`config.mk`:
```
export PLATFORM = sky130hd
export DESIGN_NAME = alu_op_sequencer
export DESIGN_NICKNAME = d
export VERILOG_FILES = /design/src/rtl/alu_op_sequencer.sv
export SDC_FILE = /design/constraint.sdc
export NUM_CORES = 1
export LEC_CHECK = 0
export BUFFER_PORTS_ARGS = -buffer_cell sky130_fd_sc_hd__buf_2
export CORE_ASPECT_RATIO = 0.6
export CORE_MARGIN = 2
export CORE_UTILIZATION = 39
export DETAILED_ROUTE_END_ITERATION = 16
export PLACE_DENSITY = 0.78
export SLEW_MARGIN = 40
export SYNTH_ARGS = -nofsm -noshare
export SYNTH_HDL_FRONTEND = slang
export SYNTH_SLANG_ARGS = --single-unit
```
`constraint.sdc`:
```
create_clock -name clk -period 1.85 [get_ports clk]
set_clock_uncertainty 0.15 [all_clocks]
set_input_delay 0.0925 -clock clk [delete_from_list [all_inputs] [get_ports clk]]
set_output_delay 0.0925 -clock clk [all_outputs]
set_load 0.01 [all_outputs]
```
`src/rtl/alu_op_sequencer.sv`:
```
// alu_op_sequencer: round-robin sequencer feeding one shared ALU from two requesters.
// An accepted op is held on alu_ctrl for HOLD_CYCLES cycles so the flags settle with the
// result, captured for one cycle with ACC/MR write enables, then returned as a tagged response.
module alu_op_sequencer #(
    parameter int unsigned DATA_W      = 16,
    parameter int unsigned HOLD_CYCLES = 2
) (
    input  logic              clk,
    input  logic              rst_n,
    input  logic              req0_valid,
    input  logic [3:0]        req0_op,
    output logic              req0_ready,
    input  logic              req1_valid,
    input  logic [3:0]        req1_op,
    output logic              req1_ready,
    output logic [15:0]       alu_ctrl,
    input  logic [DATA_W-1:0] alu_result,
    input  logic [DATA_W-1:0] alu_mr,
    input  logic [3:0]        alu_flags,
    output logic              acc_we,
    output logic              mr_we,
    output logic              rsp_valid,
    input  logic              rsp_ready,
    output logic              rsp_id,
    output logic              rsp_err,
    output logic [DATA_W-1:0] rsp_data,
    output logic [3:0]        rsp_flags,
    output logic              busy
);

    localparam logic [1:0] StIdle    = 2'd0;
    localparam logic [1:0] StIssue   = 2'd1;
    localparam logic [1:0] StCapture = 2'd2;
    localparam logic [1:0] StResp    = 2'd3;

    localparam logic [2:0] HoldLast = 3'(HOLD_CYCLES - 1);

    logic [1:0]        state_q;
    logic              last_grant_q;
    logic [3:0]        op_q;
    logic [2:0]        cnt_q;
    logic              rsp_id_q;
    logic              rsp_err_q;
    logic [DATA_W-1:0] rsp_data_q;
    logic [3:0]        rsp_flags_q;

    logic       grant;
    logic       accept;
    logic [3:0] sel_op;
    logic       sel_legal;

    // Arbitration: a lone requester wins; on contention the one not served last time wins.
    always_comb begin
        grant      = (req0_valid && req1_valid) ? ~last_grant_q : req1_valid;
        req0_ready = (state_q == StIdle) && req0_valid && !grant;
        req1_ready = (state_q == StIdle) && req1_valid && grant;
        accept     = req0_ready || req1_ready;
        sel_op     = grant ? req1_op : req0_op;
        sel_legal  = (sel_op >= 4'd1) && (sel_op <= 4'd9);
    end

    // Sequencing FSM, op/id latch and response capture.
    always_ff @(posedge clk or negedge rst_n) begin
        if (!rst_n) begin
            state_q      <= StIdle;
            last_grant_q <= 1'b1;
            op_q         <= 4'd0;
            cnt_q        <= 3'd0;
            rsp_id_q     <= 1'b0;
            rsp_err_q    <= 1'b0;
            rsp_data_q   <= '0;
            rsp_flags_q  <= 4'd0;
        end else begin
            case (state_q)
                StIdle: begin
                    if (accept) begin
                        last_grant_q <= grant;
                        op_q         <= sel_op;
                        cnt_q        <= 3'd0;
                        rsp_id_q     <= grant;
                        if (sel_legal) begin
                            state_q <= StIssue;
                        end else begin
                            // Illegal opcode never reaches the ALU; answer with an error at once.
                            state_q     <= StResp;
                            rsp_err_q   <= 1'b1;
                            rsp_data_q  <= '0;
                            rsp_flags_q <= 4'd0;
                        end
                    end
                end
                StIssue: begin
                    if (cnt_q == HoldLast) begin
                        state_q <= StCapture;
                    end else begin
                        cnt_q <= cnt_q + 3'd1;
                    end
                end
                StCapture: begin
                    rsp_err_q   <= 1'b0;
                    rsp_data_q  <= alu_result;
                    rsp_flags_q <= alu_flags;
                    state_q     <= StResp;
                end
                StResp: begin
                    if (rsp_ready) begin
                        state_q <= StIdle;
                    end
                end
                default: state_q <= StIdle;
            endcase
        end
    end

    // Outputs decoded from state; alu_mr is consumed by the MR register, not by this block.
    always_comb begin
        alu_ctrl  = (state_q == StIssue) ? {op_q, 12'h000} : 16'h0000;
        acc_we    = (state_q == StCapture);
        mr_we     = (state_q == StCapture) && alu_flags[3];
        rsp_valid = (state_q == StResp);
        busy      = (state_q != StIdle);
        rsp_id    = rsp_id_q;
        rsp_err   = rsp_err_q;
        rsp_data  = rsp_data_q;
        rsp_flags = rsp_flags_q;
    end

    logic unused_mr;
    assign unused_mr = ^alu_mr;

endmodule

```
==> key figures <==
Status
  – Status: finished, final reports clean

Power
  – Logic pwr share: between 50% and 60%
  – Sw Pwr: approximately 1600 uW
  – Power Density: 1640 nW/um2
  – VDD IR max: 0.8614 mV
  – Int Pwr: roughly 2700 uW
  – Clock power share: between 10% and 20%
  – Register share of total power: between 20 and 30%
  – Leakage: around 0.0013 uW
  – Power Total: between 4000 and 5000 uW
  – Sw frac: 37.36%

Detailed routing
  – First DRT Iteration DRCs: 69
  – DR pass1 iterations: 4
  – Wirelength per Cell: ~14 um
  – Routed vias/inst: between 4 and 5
  – Vias after detailed routing: about 1500
  – Post-route ant nets: 0
  – DRT Wirelength: approximately 4400 um
  – Residual DRC: 0

Timing
  – Final setup fails: 0
  – Hold_ws: 13.64 ps
  – Slew Limit Fails: 0
  – Max frequency: 544.5 MHz
  – Final min period: between 1500 and 2000 ps
  – RSZ-0062 raised after global routing: yes
  – Final Hold Viols: 0
  – Final critical-path share of the clock period: 99.28%
  – Setup WS post-layout: 13.37 ps

Cells and area
  – Area growth syn-to-layout: 58.97%
  – Most frequent cells in the layout: 65 x buf_2, 31 x dfrtp_1, 25 x dlygate4sd3_1, 20 x a22o_1, 20 x buf_4
  – Inserted Diodes: 0
  – FF+latch area: approximately 800 um2
  – Fill cell count: 324
  – Most common cell after layout, fill and taps aside: buf_2
  – Net count, final: around 320
  – Post-Route Utilization: 64.21%
  – Fraction of layout cells with a size suffix above 1: about 44%
  – Area of the multi-input gates: just under 800 um2

Placement
  – Hpwl dp: between 2000 and 3000 um
  – Routability congestion estimate: 0.8885
  – Port bufs: 64
  – DP Worst Slack: -34.24 ps

Yosys
  – Top_reg_cell synth: dfrtp_1
  – Post-synthesis average cell area: 11.05 um2
  – EDFF count, synth: 0
  – Post-Synthesis Cells: about 150
  – Count of cell types in the netlist: 39
  – Synth Register Bits: 32
  – Asr flop ratio synth: between 90% and 100%
  – Yosys warns: 0
  – Mapped Area: roughly 1600 um2
  – Register area share after synthesis: approximately 50%

Critical path
  – Critical R2R Launch: state_q[1]$_DFFE_PN0P_
  – Critical path, cell by cell: inv_2 > ha_4 > o21ai_4 > nor2_4 > a221oi_2 > buf_6 > mux2_4
  – WS Path Type: register to register
  – Crit path capture type: register
  – Crit-path slowest cell: dfrtp_1
  – WP data arrival: around 1900 ps
  – Worst reg-to-reg setup slack: ~13 ps
  – CP Data Required Time: between 1500 and 2000 ps
  – CP startpoint kind: register
  – Worst-path fanout max: 7
  – Reg2Reg Depth: 7
  – Max stage delay on crit path: 440 ps
  – R2R Path End: rsp_flags[3]$_DFFE_PN0P_

Floorplan
  – # IOs: 93
  – Initial core utilization: slightly above 40%
  – Core Area: ~4100 um2
  – Row count: 18
  – Die Y: 54.33 um
  – Width of the die: approximately 88 um
  – Full die area: between 4000 and 5000 um2

CTS
  – Clock Tree Buf Depth: 2
  – CTS tree: yes
  – Clock root cell: clkbuf_8
  – Reg clk slew, reported paths: about 70 ps
  – Worst-Skew Late Latency: between 200 and 300 ps
  – CTS buffer count: 5
  – H-tree depth: 2
  – Sink Count: 32

GRT
  – Vias in the first global route: roughly 1300
  – Global route hottest layer: met2
  – Overall global routing resource usage: between 10% and 20%
  – Largest net degree at the start of global routing: 33
  – Antenna violations before repair: 0
  – GRT overflow: 0
  – GRT met2 Usage: 25.88%
  – First-pass GRT wire length: roughly 6200 um
  – Grt met1 use: 24.81%
  – Met3 Usage GRT: approximately 5%

Hold path
  – Hold endpoint: op_q[1]$_DFFE_PN0P_
  – Hold Path Class: primary input to register
  – Critical hold path startpoint: req1_op[1]
  – WHS Path Cells: 3

Run
  – Maxcap violations: 0
-- sequential cells by signal (all words and copies together) (netlist names) --
register	cells
rsp_flags	4
rsp_data	16
op_q	4
rsp_id	1
last_grant_q	1
rsp_err	1
state_q	2
cnt_q	3
-- area by class of cell --
type	instances	area share (%)
Clock buffer	5	2.629
Timing Repair Buffer	114	30.74
Inverter	8	1.147
Multi-Input combinational cell	101	30.35
Tap cell	60	2.868
Clock inverter	3	1.625
Sequential cell	32	30.64
-- layer usage --
layer / share of wire [%] / wire, um
met1: 48 / 2123
met2: 45 / 1960
met4: 0.39 / 17
met5: 0 / 0
met3: 6.5 / 283
-- through the flow --
step	setup TNS (ps)	cell area, um2	cells
2_1_floorplan	0	1707	160
3_3_place_gp	-267.6	2126	284
3_5_place_dp	-521.0	2126	284
4_1_cts	-30.29	2505	317
5_1_grt	-131.6	2618	323
6_report	0	2618	323
-- repair_timing --
item                                   in CTS  in global routing
pin swaps                                   0                  2
endpoints found under the hold margin      53                  0
resized for setup                           4                 11
setup endpoints to repair                  23                 27
gates cloned                                0                  0
buffers inserted                            0                  5
hold buffers                               25                  0
-- cells by family after synthesis --
kind of cell | after synthesis | synth area share, %
AOI/OAI and AO/OA | 44 | 20.82
and+or+nand+nor | 33 | 11.02
DFF | 32 | 48.71
buffers and inverters | 27 | 10.56
adders and majority gates | 7 | 5.319
muxes | 5 | 3.343
other | 1 | 0.2277
-- power groups by stage --
stage          Sequential [uW]  Clock, uW  Combinational (uW)
5_1_grt                   1280        726                2600
2_1_floorplan             1340          0                1170
6_report                  1250        663                2380
4_1_cts                   1230        686                2170
3_5_place_dp              1230          0                2100
3_3_place_gp              1230          0                2050
-- cells in the mapped netlist, types with 2 or more instances --
master    number  area [um2]
buf_4         13       97.59
buf_6          3       33.78
a22o_1        20       175.2
o21ai_1        2       10.01
dfrtp_1       31       775.7
and2_1         5       31.28
ha_1           7       87.58
a21oi_1        2       10.01
inv_1          7       26.28
o21ai_0        8       40.04
nand2_1       10       37.54
mux2i_1        4       40.04
nor2_1         7       26.28
nand2b_1       2       12.51
or4_4          2       22.52
a221oi_1       2       17.52
clkbuf_1       2       7.510
-- worst max-delay path by stage --
stage / from / end / slack [ps] / cells after the start
5_1_grt: state_q[1]$_DFFE_PN0P_ / rsp_flags[3]$_DFFE_PN0P_ / -30 / 7
3_3_place_gp: state_q[0]$_DFFE_PN0P_ / rsp_data[10]$_DFFE_PN0P_ / -20 / 7
6_report: state_q[1]$_DFFE_PN0P_ / rsp_flags[3]$_DFFE_PN0P_ / 10 / 7
2_1_floorplan: state_q[0]$_DFFE_PN0P_ / rsp_flags[3]$_DFFE_PN0P_ / 0.3 / 7
4_1_cts: state_q[1]$_DFFE_PN0P_ / rsp_flags[3]$_DFFE_PN0P_ / -30 / 7
3_5_place_dp: state_q[1]$_DFFE_PN0P_ / rsp_flags[3]$_DFFE_PN0P_ / -30 / 7
-- critical path, delay by kind of cell, from the launching register on --
family | cells | cell delay, ps
DFF | 1 | 440
AOI/OAI and AO/OA | 2 | 340
muxes | 1 | 300
buffers and inverters | 2 | 260
adders and majority gates | 1 | 190
and+or+nand+nor | 1 | 50
Note: power is estimated with default switching activity, not from simulation.
